--- src/rtl/song_sequencer_if.sv ---
// ---------------------------------------------------------------------------
// song_sequencer_if
//
// Groups the song sequencer's control, song ROM and note player signals.
//
// Signals:
//   start          begin playback from entry 0
//   stop           abort playback
//   rom_addr       song ROM address (from the sequencer)
//   rom_data       {period, dur} at rom_addr (combinational ROM)
//   player_period  half-period to the note player
//   player_en      note player enable
//   busy           high in every sequencer state except IDLE
//   done           one-cycle pulse at normal end of song
//
// Modports:
//   master  the surrounding system (button logic, song ROM, note player)
//   slave   the song_sequencer itself
// ---------------------------------------------------------------------------
interface song_sequencer_if #(
    parameter int ADDR_W   = 4,
    parameter int PERIOD_W = 16,
    parameter int DUR_W    = 4
);
    logic                      start;
    logic                      stop;
    logic [ADDR_W-1:0]         rom_addr;
    logic [PERIOD_W+DUR_W-1:0] rom_data;
    logic [PERIOD_W-1:0]       player_period;
    logic                      player_en;
    logic                      busy;
    logic                      done;

    modport master (
        output start,
        output stop,
        output rom_data,
        input  rom_addr,
        input  player_period,
        input  player_en,
        input  busy,
        input  done
    );

    modport slave (
        input  start,
        input  stop,
        input  rom_data,
        output rom_addr,
        output player_period,
        output player_en,
        output busy,
        output done
    );
endinterface

--- src/rtl/song_sequencer.sv ---
// ---------------------------------------------------------------------------
// song_sequencer
//
// Walks a stored song held in an external combinational ROM. Each entry is
// {period, dur}: the note is played for dur*BEAT_CYCLES - GAP_CYCLES cycles,
// followed by GAP_CYCLES of silence, with one FETCH cycle in front. An entry
// with dur = 0 marks the end of the song; running off the last ROM address
// also ends it. Sole writer of the note player's period/enable inputs.
//
// Ports:
//   clk   clock, all state changes on its rising edge
//   rst   synchronous active-low reset
//   bus   song_sequencer_if.slave: start, stop, rom_addr, rom_data,
//         player_period, player_en, busy, done
//
// Parameters:
//   ADDR_W, PERIOD_W, DUR_W   field widths
//   BEAT_CYCLES               clock cycles per beat (> GAP_CYCLES)
//   GAP_CYCLES                silent cycles at the end of each entry (>= 1)
//
// Build option:
//   SONG_SEQ_LOOP_EN  when defined, END restarts playback at entry 0 instead
//                     of returning to IDLE (an empty song still goes IDLE).
//
// All outputs come from registers or are decoded from registered state only.
// ---------------------------------------------------------------------------
module song_sequencer #(
    parameter int ADDR_W      = 4,
    parameter int PERIOD_W    = 16,
    parameter int DUR_W       = 4,
    parameter int BEAT_CYCLES = 1000,
    parameter int GAP_CYCLES  = 50
) (
    input logic             clk,
    input logic             rst,
    song_sequencer_if.slave bus
);
    // Wide enough for the largest dur*BEAT_CYCLES product.
    localparam int CNT_W = $clog2((2 ** DUR_W) * BEAT_CYCLES);

    localparam logic [CNT_W-1:0]  BEAT_C    = CNT_W'(BEAT_CYCLES);
    localparam logic [CNT_W-1:0]  GAP_C     = CNT_W'(GAP_CYCLES);
    localparam logic [CNT_W-1:0]  ONE_C     = CNT_W'(1);
    localparam logic [ADDR_W-1:0] LAST_ADDR = '1;
    localparam logic [ADDR_W-1:0] ADDR_ONE  = ADDR_W'(1);

    typedef enum logic [2:0] {
        S_IDLE,
        S_FETCH,
        S_PLAY,
        S_GAP,
        S_END
    } state_t;

    state_t              state, state_nxt;
    logic [CNT_W-1:0]    cnt, cnt_nxt;
    logic [ADDR_W-1:0]   addr, addr_nxt;
    logic [PERIOD_W-1:0] period, period_nxt;

    logic [PERIOD_W-1:0] rom_period;
    logic [DUR_W-1:0]    rom_dur;

    assign rom_period = bus.rom_data[PERIOD_W+DUR_W-1:DUR_W];
    assign rom_dur    = bus.rom_data[DUR_W-1:0];

    // State and datapath registers.
    always_ff @(posedge clk) begin
        if (!rst) begin
            state  <= S_IDLE;
            cnt    <= '0;
            addr   <= '0;
            period <= '0;
        end else begin
            state  <= state_nxt;
            cnt    <= cnt_nxt;
            addr   <= addr_nxt;
            period <= period_nxt;
        end
    end

    // Next-state and datapath update.
    always_comb begin
        state_nxt  = state;
        cnt_nxt    = cnt;
        addr_nxt   = addr;
        period_nxt = period;

        case (state)
            S_IDLE: begin
                // start together with stop is treated as no request.
                if (bus.start && !bus.stop) begin
                    state_nxt = S_FETCH;
                    addr_nxt  = '0;
                end
            end

            S_FETCH: begin
                if (rom_dur == '0) begin
                    state_nxt = S_END;
                end else begin
                    // The counter runs down to 0 inclusive, hence the -1.
                    period_nxt = rom_period;
                    cnt_nxt    = CNT_W'(rom_dur) * BEAT_C - GAP_C - ONE_C;
                    state_nxt  = S_PLAY;
                end
            end

            S_PLAY: begin
                if (cnt == '0) begin
                    cnt_nxt   = GAP_C - ONE_C;
                    state_nxt = S_GAP;
                end else begin
                    cnt_nxt = cnt - ONE_C;
                end
            end

            S_GAP: begin
                if (cnt == '0) begin
                    // No wrap: the last ROM address always ends the song.
                    if (addr == LAST_ADDR) begin
                        state_nxt = S_END;
                    end else begin
                        addr_nxt  = addr + ADDR_ONE;
                        state_nxt = S_FETCH;
                    end
                end else begin
                    cnt_nxt = cnt - ONE_C;
                end
            end

            S_END: begin
                addr_nxt   = '0;
                period_nxt = '0;
                state_nxt  = S_IDLE;
`ifdef SONG_SEQ_LOOP_EN
                // addr is still the address that ended the song; 0 here can
                // only mean entry 0 was the marker, so don't loop an empty song.
                if (addr != '0) begin
                    state_nxt = S_FETCH;
                end
`endif
            end

            default: begin
                state_nxt = S_IDLE;
            end
        endcase

        // stop overrides everything in any active state.
        if ((state != S_IDLE) && bus.stop) begin
            state_nxt  = S_IDLE;
            cnt_nxt    = '0;
            addr_nxt   = '0;
            period_nxt = '0;
        end
    end

    assign bus.rom_addr      = addr;
    assign bus.player_period = period;
    assign bus.player_en     = (state == S_PLAY) && (period != '0);
    assign bus.busy          = (state != S_IDLE);
    assign bus.done          = (state == S_END);

endmodule

--- src/flat_wrapper.sv ---
// flat-port wrapper written by rule: the top's interface ports become plain ports
module song_sequencer_flat 
#(
    parameter int ADDR_W      = 4,
    parameter int PERIOD_W    = 16,
    parameter int DUR_W       = 4,
    parameter int BEAT_CYCLES = 1000,
    parameter int GAP_CYCLES  = 50
)
  (clk, rst, bus_start, bus_stop, bus_rom_data, bus_rom_addr, bus_player_period, bus_player_en, bus_busy, bus_done);
  song_sequencer_if #(.ADDR_W(ADDR_W), .PERIOD_W(PERIOD_W), .DUR_W(DUR_W)) bus_i ();
  input logic clk;
  input logic rst;
  input wire logic [$bits(bus_i.start)-1:0] bus_start;
  input wire logic [$bits(bus_i.stop)-1:0] bus_stop;
  input wire logic [$bits(bus_i.rom_data)-1:0] bus_rom_data;
  output wire logic [$bits(bus_i.rom_addr)-1:0] bus_rom_addr;
  output wire logic [$bits(bus_i.player_period)-1:0] bus_player_period;
  output wire logic [$bits(bus_i.player_en)-1:0] bus_player_en;
  output wire logic [$bits(bus_i.busy)-1:0] bus_busy;
  output wire logic [$bits(bus_i.done)-1:0] bus_done;
  assign bus_i.start = bus_start;
  assign bus_i.stop = bus_stop;
  assign bus_i.rom_data = bus_rom_data;
  assign bus_rom_addr = bus_i.rom_addr;
  assign bus_player_period = bus_i.player_period;
  assign bus_player_en = bus_i.player_en;
  assign bus_busy = bus_i.busy;
  assign bus_done = bus_i.done;
  song_sequencer #(.ADDR_W(ADDR_W), .PERIOD_W(PERIOD_W), .DUR_W(DUR_W), .BEAT_CYCLES(BEAT_CYCLES), .GAP_CYCLES(GAP_CYCLES)) u_core (.clk(clk), .rst(rst), .bus(bus_i));
endmodule
--- config.mk ---
export PLATFORM = sky130hd
export DESIGN_NAME = song_sequencer_flat
export DESIGN_NICKNAME = d
export VERILOG_FILES = /design/src/rtl/song_sequencer_if.sv /design/src/rtl/song_sequencer.sv /design/src/flat_wrapper.sv
export SDC_FILE = /design/constraint.sdc
export NUM_CORES = 1
export LEC_CHECK = 0
export CORE_UTILIZATION = 45
export DETAILED_ROUTE_END_ITERATION = 8
export DONT_BUFFER_PORTS = 1
export GPL_TIMING_DRIVEN = 1
export PLACE_DENSITY = 0.63
export SLEW_MARGIN = 10
export SYNTH_ARGS = -nofsm -noshare
export SYNTH_HDL_FRONTEND = slang
export SYNTH_SLANG_ARGS = --single-unit
--- constraint.sdc ---
create_clock -name clk -period 3.88 [get_ports clk]
set_input_delay 0.776 -clock clk [delete_from_list [all_inputs] [get_ports clk]]
set_output_delay 0.776 -clock clk [all_outputs]
set_load 0.005 [all_outputs]
==> qor.tcl, run 1 <==
set qor(hp-start) {u_core.bus.player_period[13]}
set qor(maximum_number_of_pins_on_one_net_before_global_route_repair) 19
set qor(cts_tree) {yes}
set qor(synthAdderAreaFrac_pct) 14.2
set qor(timing.setup.critical_path_class) {primary input to flip-flop}
set qor(post-route-cell-area_mm2) 0.00291
set qor(ys_top_cells_by_area) {sky130_fd_sc_hd__dfxtp_1, sky130_fd_sc_hd__ha_1, sky130_fd_sc_hd__nand2_1}
set qor(fp.coreArea_mm2) 0.00592
set qor(clk-insertion-delay-late_ps) 290
set qor(ys_top_cells_by_count) {sky130_fd_sc_hd__nand2_1, sky130_fd_sc_hd__dfxtp_1, sky130_fd_sc_hd__a21oi_1}
set qor(netlist.top_cell.by_area) {sky130_fd_sc_hd__dfxtp_1}
set qor(placed_cell_area_mm2) 0.00282
set qor(worst_r2r_path_depth) 5
set qor(postCtsSetupBuffers) 0
set qor(synthArstFlopShare_pct) 0
set qor(dp_hpwl_um) 4900
set qor(seq_area_frac_synth_pct) 26.9
set qor(core.rowCount) 28
set qor(max_cap_viol_count) 0
set qor(die_h_um) 80.2
set qor(post_cts_resized) 0
set qor(synthesis.instances) 338
set qor(final.hold.worst_slack_ps) 495
set qor(period_share_pct) 89.0
set qor(area_share_of_and_or_nand_nor_cells_after_synthesis_pct) 28.1
set qor(power.density_cell_area_mw_per_mm2) 433
set qor(finalNetCount) 388
set qor(path_clk_slew_ps) 80
set qor(synth_xor_xnor_area_share_pct) 1.91
set qor(postSynthAreaPerCell_um2) 8.14
set qor(dominantRegCellSynth) {sky130_fd_sc_hd__dfxtp_1}
set qor(totalNegativeSetupSlack_ps) 0
set qor(cts_made_buffers) 5
set qor(ys_seq_elements) 37
set qor(worstSetupEndpointType) {flip-flop}
set qor(max_stage_delay_ps) 620
set qor(post-route-worst-setup-slack_ps) 428
set qor(ff2ff_setup_slack_ps) 1420
set qor(post_synth_num_cell_types) 67
set qor(area_growth_pct) 5.86
set qor(hp-class) {flip-flop to flip-flop}
set qor(place.port_buffers) 0
set qor(placed_cells_incl_taps) 405
set qor(clockBufferDepth) 2
set qor(unrepaired_setup_endpoints_after_global_routing) {false}
set qor(finalSetupViolations) 0
set qor(worst_hold_endpoint) {u_core.bus.player_period[13]}
set qor(synth-edff-count) 0
set qor(grt_pass1_wl_um) 10700
set qor(timing.critical_path.arrival_ps) 3640
set qor(cts.sink_count) 37
set qor(fraction_of_layout_instances_using_a_drive_strength_above_1_pct) 9.17
set qor(tightest_slew_ps) 854
set qor(grt_util_all_layers_pct) 21.2
set qor(post-route-drc-count) 0
set qor(worstReg2RegStart) {u_core.state[1]}
set qor(max_slew_margin_pct) 43.0
set qor(synth_area_mm2) 0.00275
set qor(drtAntennaViolNets) 0
set qor(final_core_utilization_pct) 49.2
set qor(power.total_mw) 1.26
set qor(synthDominantCellAreaShare_pct) 26.9
set qor(globalplace.congestion) 0.849
set qor(outcome) {finished, final reports clean}
set qor(irDropWorstVdd_mv) 0.265
set qor(largest_family_of_logic_cells_by_synthesized_area) {simple AND/OR/NAND/NOR gates}
set qor(worst_clock_skew_ps) 5.09
set qor(mappedNetlistNets) 389
set qor(grt_pass1_vias) 2338
set qor(dieArea_mm2) 0.00643
set qor(antenna-diode-count) 0
set qor(initial_core_util_pct) 46.5
set qor(hold_depth) 2
set qor(detailroute.via_count) 2448
set qor(globalRoute.totalOverflow) 0
set qor(dominant_cell_by_count_in_the_synthesized_netlist) {sky130_fd_sc_hd__nand2_1}
set qor(stdcell_count) 413
set qor(cp_cell_sequence) {fa_1 > inv_1 > fa_1 > inv_1 > ha_1 > a21oi_1 > a21oi_1 > o211a_1 > a2111oi_4 > o32ai_1 > a41o_1}
set qor(layout.filler_cells) 580
set qor(leakage_dissipation_nw) 1.14
set qor(critPathLaunchType) {primary input}
set qor(finalWorstPathRequiredPeriod_ps) 3450
set qor(cts-root-buf) {sky130_fd_sc_hd__clkbuf_8}
set qor(postRouteWirelength_um) 6320
set qor(timing.critical_path.slowest_stage_cell) {sky130_fd_sc_hd__fa_1}
set qor(via_per_inst) 5.93
set qor(chipWidth_um) 80.2
set qor(clock.fmax_ghz) 0.290
set qor(synth-compound-area-share_pct) 24.0
set qor(timing_max_transition_violations_final) 0
set qor(cts_hold_buffers) 0
set qor(critPathRequiredTime_ps) 4070
set qor(h_tree_levels) 2
set qor(io-pin-count) 47
set qor(drt_first_pass_iters) 4
set qor(dpl_worst_slack_ps) 109
set qor(routedWlPerCell_um) 15.3
set qor(report.final.hold_viol_count) 0
set qor(antenna_found_initial) 0
set qor(cp_max_fo) 7
set qor(yosysWarningCount) 0
set qor(synth.mux.area_fraction_pct) 0.409
set qor(crit-reg2reg-capture) {u_core.cnt[7]}
set qor(initial_detailed_routing_violation_count) 191
## state kept, by name, summed over array words and instances (netlist names)
signal and flops:
u_core.bus.player_period 16, u_core.bus.rom_addr 4, u_core.state 3, u_core.cnt 14
## cell families (layout without fill, tap and decap cells)
| kind of cell | Yosys count | count (layout) |
|---|---|---|
| mux | 1 | 1 |
| flops | 37 | 37 |
| xor+xnor | 6 | 6 |
| compound gates | 96 | 96 |
| simple gates | 141 | 141 |
| buf+inv | 30 | 30 |
| fa+ha+maj | 27 | 27 |
## area by class of cell
cell class	instances	area, µm²	share of cell area, %
clock buffer	5	68.8	2.36
tap	75	93.8	3.22
sequential	37	741	25.4
timing repair buffer	4	30.0	1.03
clock inverter	3	22.5	0.773
multi-input combinational	271	1890	64.9
inverter	18	67.6	2.32
## worst max-delay path by stage
stage / from / end / slack [ps] / depth (start not counted)
after floorplan: bus_rom_data[1] / u_core.cnt[13] / 290 / 11
after global placement: bus_rom_data[1] / u_core.cnt[12] / 190 / 11
after detailed placement: bus_rom_data[1] / u_core.cnt[12] / 110 / 11
after CTS: bus_rom_data[1] / u_core.cnt[12] / 430 / 11
after global routing: bus_rom_data[1] / u_core.cnt[13] / 220 / 11
final: bus_rom_data[1] / u_core.cnt[12] / 430 / 11
## routing by layer
metal | share of wire, % | vias up | wire length (µm) | GRT usage (%)
li1 | - | 1228 | - | -
met1 | 48 | 1141 | 3040 | 28.9
met2 | 45 | 77 | 2820 | 34.2
met3 | 7.0 | 2 | 443 | 4.89
met4 | 0.40 | 0 | 25 | 3.75
met5 | 0 | - | 0 | 0
## worst max-delay path: cells and delay by family
kind                       cells  cell delay, ps
adders and majority gates      3            1460
AOI/OAI and AO/OA              6            1260
buffers and inverters          2             130
## layout by cell type, fill, tap and decap left out, drive strengths merged, types with 2 or more instances in the layout
cell,count
nor2b,3
nor3,15
fa,7
nand3b,2
xnor2,3
o21ai,20
a21o,2
buf,4
and3,7
a211oi,2
o22ai,4
xor2,3
nand2b,7
or3b,2
a32o,5
nand2,48
and4,2
or3,4
dfxtp,37
nor2,20
o32ai,2
o21a,3
nor3b,4
ha,20
clkinv,3
a31oi,3
and2,4
o311ai,2
or2,3
nand4,4
nor4,6
clkbuf,5
nand3,8
a21oi,35
a21boi,3
inv,18
## report_power, final
group	switching [mW]	internal, mW	total (mW)
Combinational	0.309	0.229	0.538
Clock	0.147	0.127	0.274
Sequential	0.0399	0.409	0.449
No activity file was read; power rests on OpenSTA's default activity.
==> inputs of run 2 (changes only) <==
--- a/config.mk
+++ b/config.mk
@@ -5,11 +5,13 @@
 export SDC_FILE = /design/constraint.sdc
 export NUM_CORES = 1
 export LEC_CHECK = 0
+export CELL_PAD_IN_SITES_DETAIL_PLACEMENT = 1
+export CELL_PAD_IN_SITES_GLOBAL_PLACEMENT = 1
 export CORE_UTILIZATION = 45
 export DETAILED_ROUTE_END_ITERATION = 8
 export DONT_BUFFER_PORTS = 1
 export GPL_TIMING_DRIVEN = 1
-export PLACE_DENSITY = 0.63
+export PLACE_DENSITY = 0.79
 export SLEW_MARGIN = 10
 export SYNTH_ARGS = -nofsm -noshare
 export SYNTH_HDL_FRONTEND = slang
==> run 2 against run 1 <==
  * Routed wire length up 18%
  * Clock skew up 2.2 ps
  * Non-clock buffer count up 1
  * Critical endpoint unchanged
==> qor.tcl, run 2 (synthesized netlist as in run 1, its figures left out) <==
set qor(final_core_utilization_pct) 49.3
set qor(cts-root-buf) {sky130_fd_sc_hd__clkbuf_8}
set qor(hp-start) {u_core.bus.player_period[4]}
set qor(io-pin-count) 47
set qor(final_cell_mix) {sky130_fd_sc_hd__nand2_1, sky130_fd_sc_hd__dfxtp_1, sky130_fd_sc_hd__a21oi_1}
set qor(number_of_flip_flops_in_the_largest_register) 16
set qor(hp-class) {flip-flop to flip-flop}
set qor(startpoint) {bus_rom_data[1]}
set qor(tightest_slew_ps) 618
set qor(unrepaired_setup_endpoints_after_global_routing) {false}
set qor(irDropWorstVdd_mv) 0.205
set qor(clk-insertion-delay-late_ps) 310
set qor(area_growth_pct) 6.14
set qor(critPathCapture) {u_core.cnt[12]}
set qor(post_cts_resized) 0
set qor(grt_pass1_wl_um) 12100
set qor(worst_r2r_path_depth) 9
set qor(routedWlPerCell_um) 18.0
set qor(initial_detailed_routing_violation_count) 177
set qor(critPathLaunchType) {primary input}
set qor(grt_util_all_layers_pct) 24.7
set qor(dp_hpwl_um) 5800
set qor(worstReg2RegStart) {u_core.cnt[0]}
set qor(cts.sink_count) 37
set qor(clockBufferDepth) 2
set qor(globalRoute.totalOverflow) 0
set qor(timing.critical_path.arrival_ps) 3700
set qor(path_clk_slew_ps) 80
set qor(maximum_number_of_pins_on_one_net_before_global_route_repair) 19
set qor(globalplace.congestion) 0.856
set qor(swShare_pct) 40.7
set qor(cp_max_fo) 7
set qor(ff2ff_setup_slack_ps) 1530
set qor(totalNegativeSetupSlack_ps) 0
set qor(postCtsSetupBuffers) 0
set qor(final_common_cell) {sky130_fd_sc_hd__nand2_1}
set qor(finalSetupViolations) 0
set qor(drt_first_pass_iters) 4
set qor(antenna_found_initial) 0
set qor(grt_pass1_vias) 2509
set qor(core.rowCount) 28
set qor(fraction_of_layout_instances_using_a_drive_strength_above_1_pct) 9.44
set qor(place.port_buffers) 0
set qor(power.density_cell_area_mw_per_mm2) 443
set qor(outcome) {finished, final reports clean}
set qor(initial_core_util_pct) 46.5
set qor(cts_made_buffers) 5
set qor(max_slew_margin_pct) 58.8
set qor(power.share.sequential_pct) 34.8
set qor(p_int_mw) 0.768
set qor(antenna-diode-count) 0
set qor(finalWorstPathRequiredPeriod_ps) 3500
set qor(die_h_um) 80.2
set qor(drtAntennaViolNets) 0
set qor(dieArea_mm2) 0.00643
set qor(cts_hold_buffers) 0
set qor(via_per_inst) 6.09
set qor(timing.setup.critical_path_class) {primary input to flip-flop}
set qor(chipWidth_um) 80.2
set qor(post-route-drc-count) 0
set qor(clock.fmax_ghz) 0.286
set qor(h_tree_levels) 2
set qor(crit-reg2reg-capture) {u_core.cnt[5]}
set qor(period_share_pct) 90.2
set qor(timing_max_transition_violations_final) 0
set qor(leakage_dissipation_nw) 1.14
set qor(critPathRequiredTime_ps) 4080
set qor(worstSetupEndpointType) {flip-flop}
set qor(report.final.hold_viol_count) 0
set qor(detailroute.via_count) 2523
set qor(power.total_mw) 1.29
set qor(power.share.combinational_pct) 43.2
set qor(finalNetCount) 389
set qor(worst_clock_skew_ps) 7.24
set qor(power.clock.fraction_pct) 21.9
set qor(max_cap_viol_count) 0
set qor(fp.coreArea_mm2) 0.00592
set qor(cts_tree) {yes}
set qor(postRouteWirelength_um) 7440
set qor(p_sw_mw) 0.526
run 2: power by group through the flow:
stage	registers (mW)	logic (mW)	clock network (mW)
2_1_floorplan	0.446	0.438	0
3_5_place_dp	0.459	0.552	0
6_report	0.450	0.560	0.284
3_3_place_gp	0.457	0.534	0
5_1_grt	0.455	0.618	0.308
4_1_cts	0.450	0.556	0.293
run 2: worst min path at each step:
stage / end / slack (ps) / depth (start not counted)
after floorplan: u_core.cnt[0] / 460 / 1
after global placement: u_core.bus.player_period[14] / 480 / 2
after detailed placement: u_core.bus.player_period[14] / 490 / 2
after CTS: u_core.bus.player_period[14] / 500 / 2
after global routing: u_core.bus.player_period[3] / 510 / 2
final: u_core.bus.player_period[4] / 500 / 2
run 2: area by class of cell:
type	instances	area, µm²
Tap cell	75	93.8
Multi-Input combinational cell	271	1890
Sequential cell	37	741
Timing Repair Buffer	5	37.5
Fill cell	737	3000
Clock inverter	3	22.5
Inverter	18	67.6
Clock buffer	5	68.8
run 2: worst max-delay path, cell delays in order:
cell and delay [ps]:
sky130_fd_sc_hd__fa_1 630, sky130_fd_sc_hd__inv_1 80, sky130_fd_sc_hd__fa_1 500, sky130_fd_sc_hd__inv_1 40
sky130_fd_sc_hd__ha_1 360, sky130_fd_sc_hd__a21oi_1 190, sky130_fd_sc_hd__a21oi_1 130, sky130_fd_sc_hd__o211a_1 280
sky130_fd_sc_hd__a2111oi_4 340, sky130_fd_sc_hd__o32ai_1 140, sky130_fd_sc_hd__a41o_1 230
run 2: layer usage:
layer / global-route usage, % / vias to the layer above / share of wire (%)
met4: 8.39 / 0 / 1.7
met5: 0 / - / 0
met2: 41.3 / 69 / 47
li1: - / 1227 / -
met3: 5.91 / 13 / 5.3
met1: 30.9 / 1214 / 46
run 2: per-stage QoR:
step / cells / area [µm²] / worst slack, ps / hold WS, ps
finish: 414 / 2920 / 382 / 497
global route: 414 / 2920 / 233 / 514
detailed placement: 406 / 2830 / 64.6 / 487
floorplan: 338 / 2750 / 290 / 461
CTS: 414 / 2920 / 401 / 499
global placement: 406 / 2830 / 185 / 477
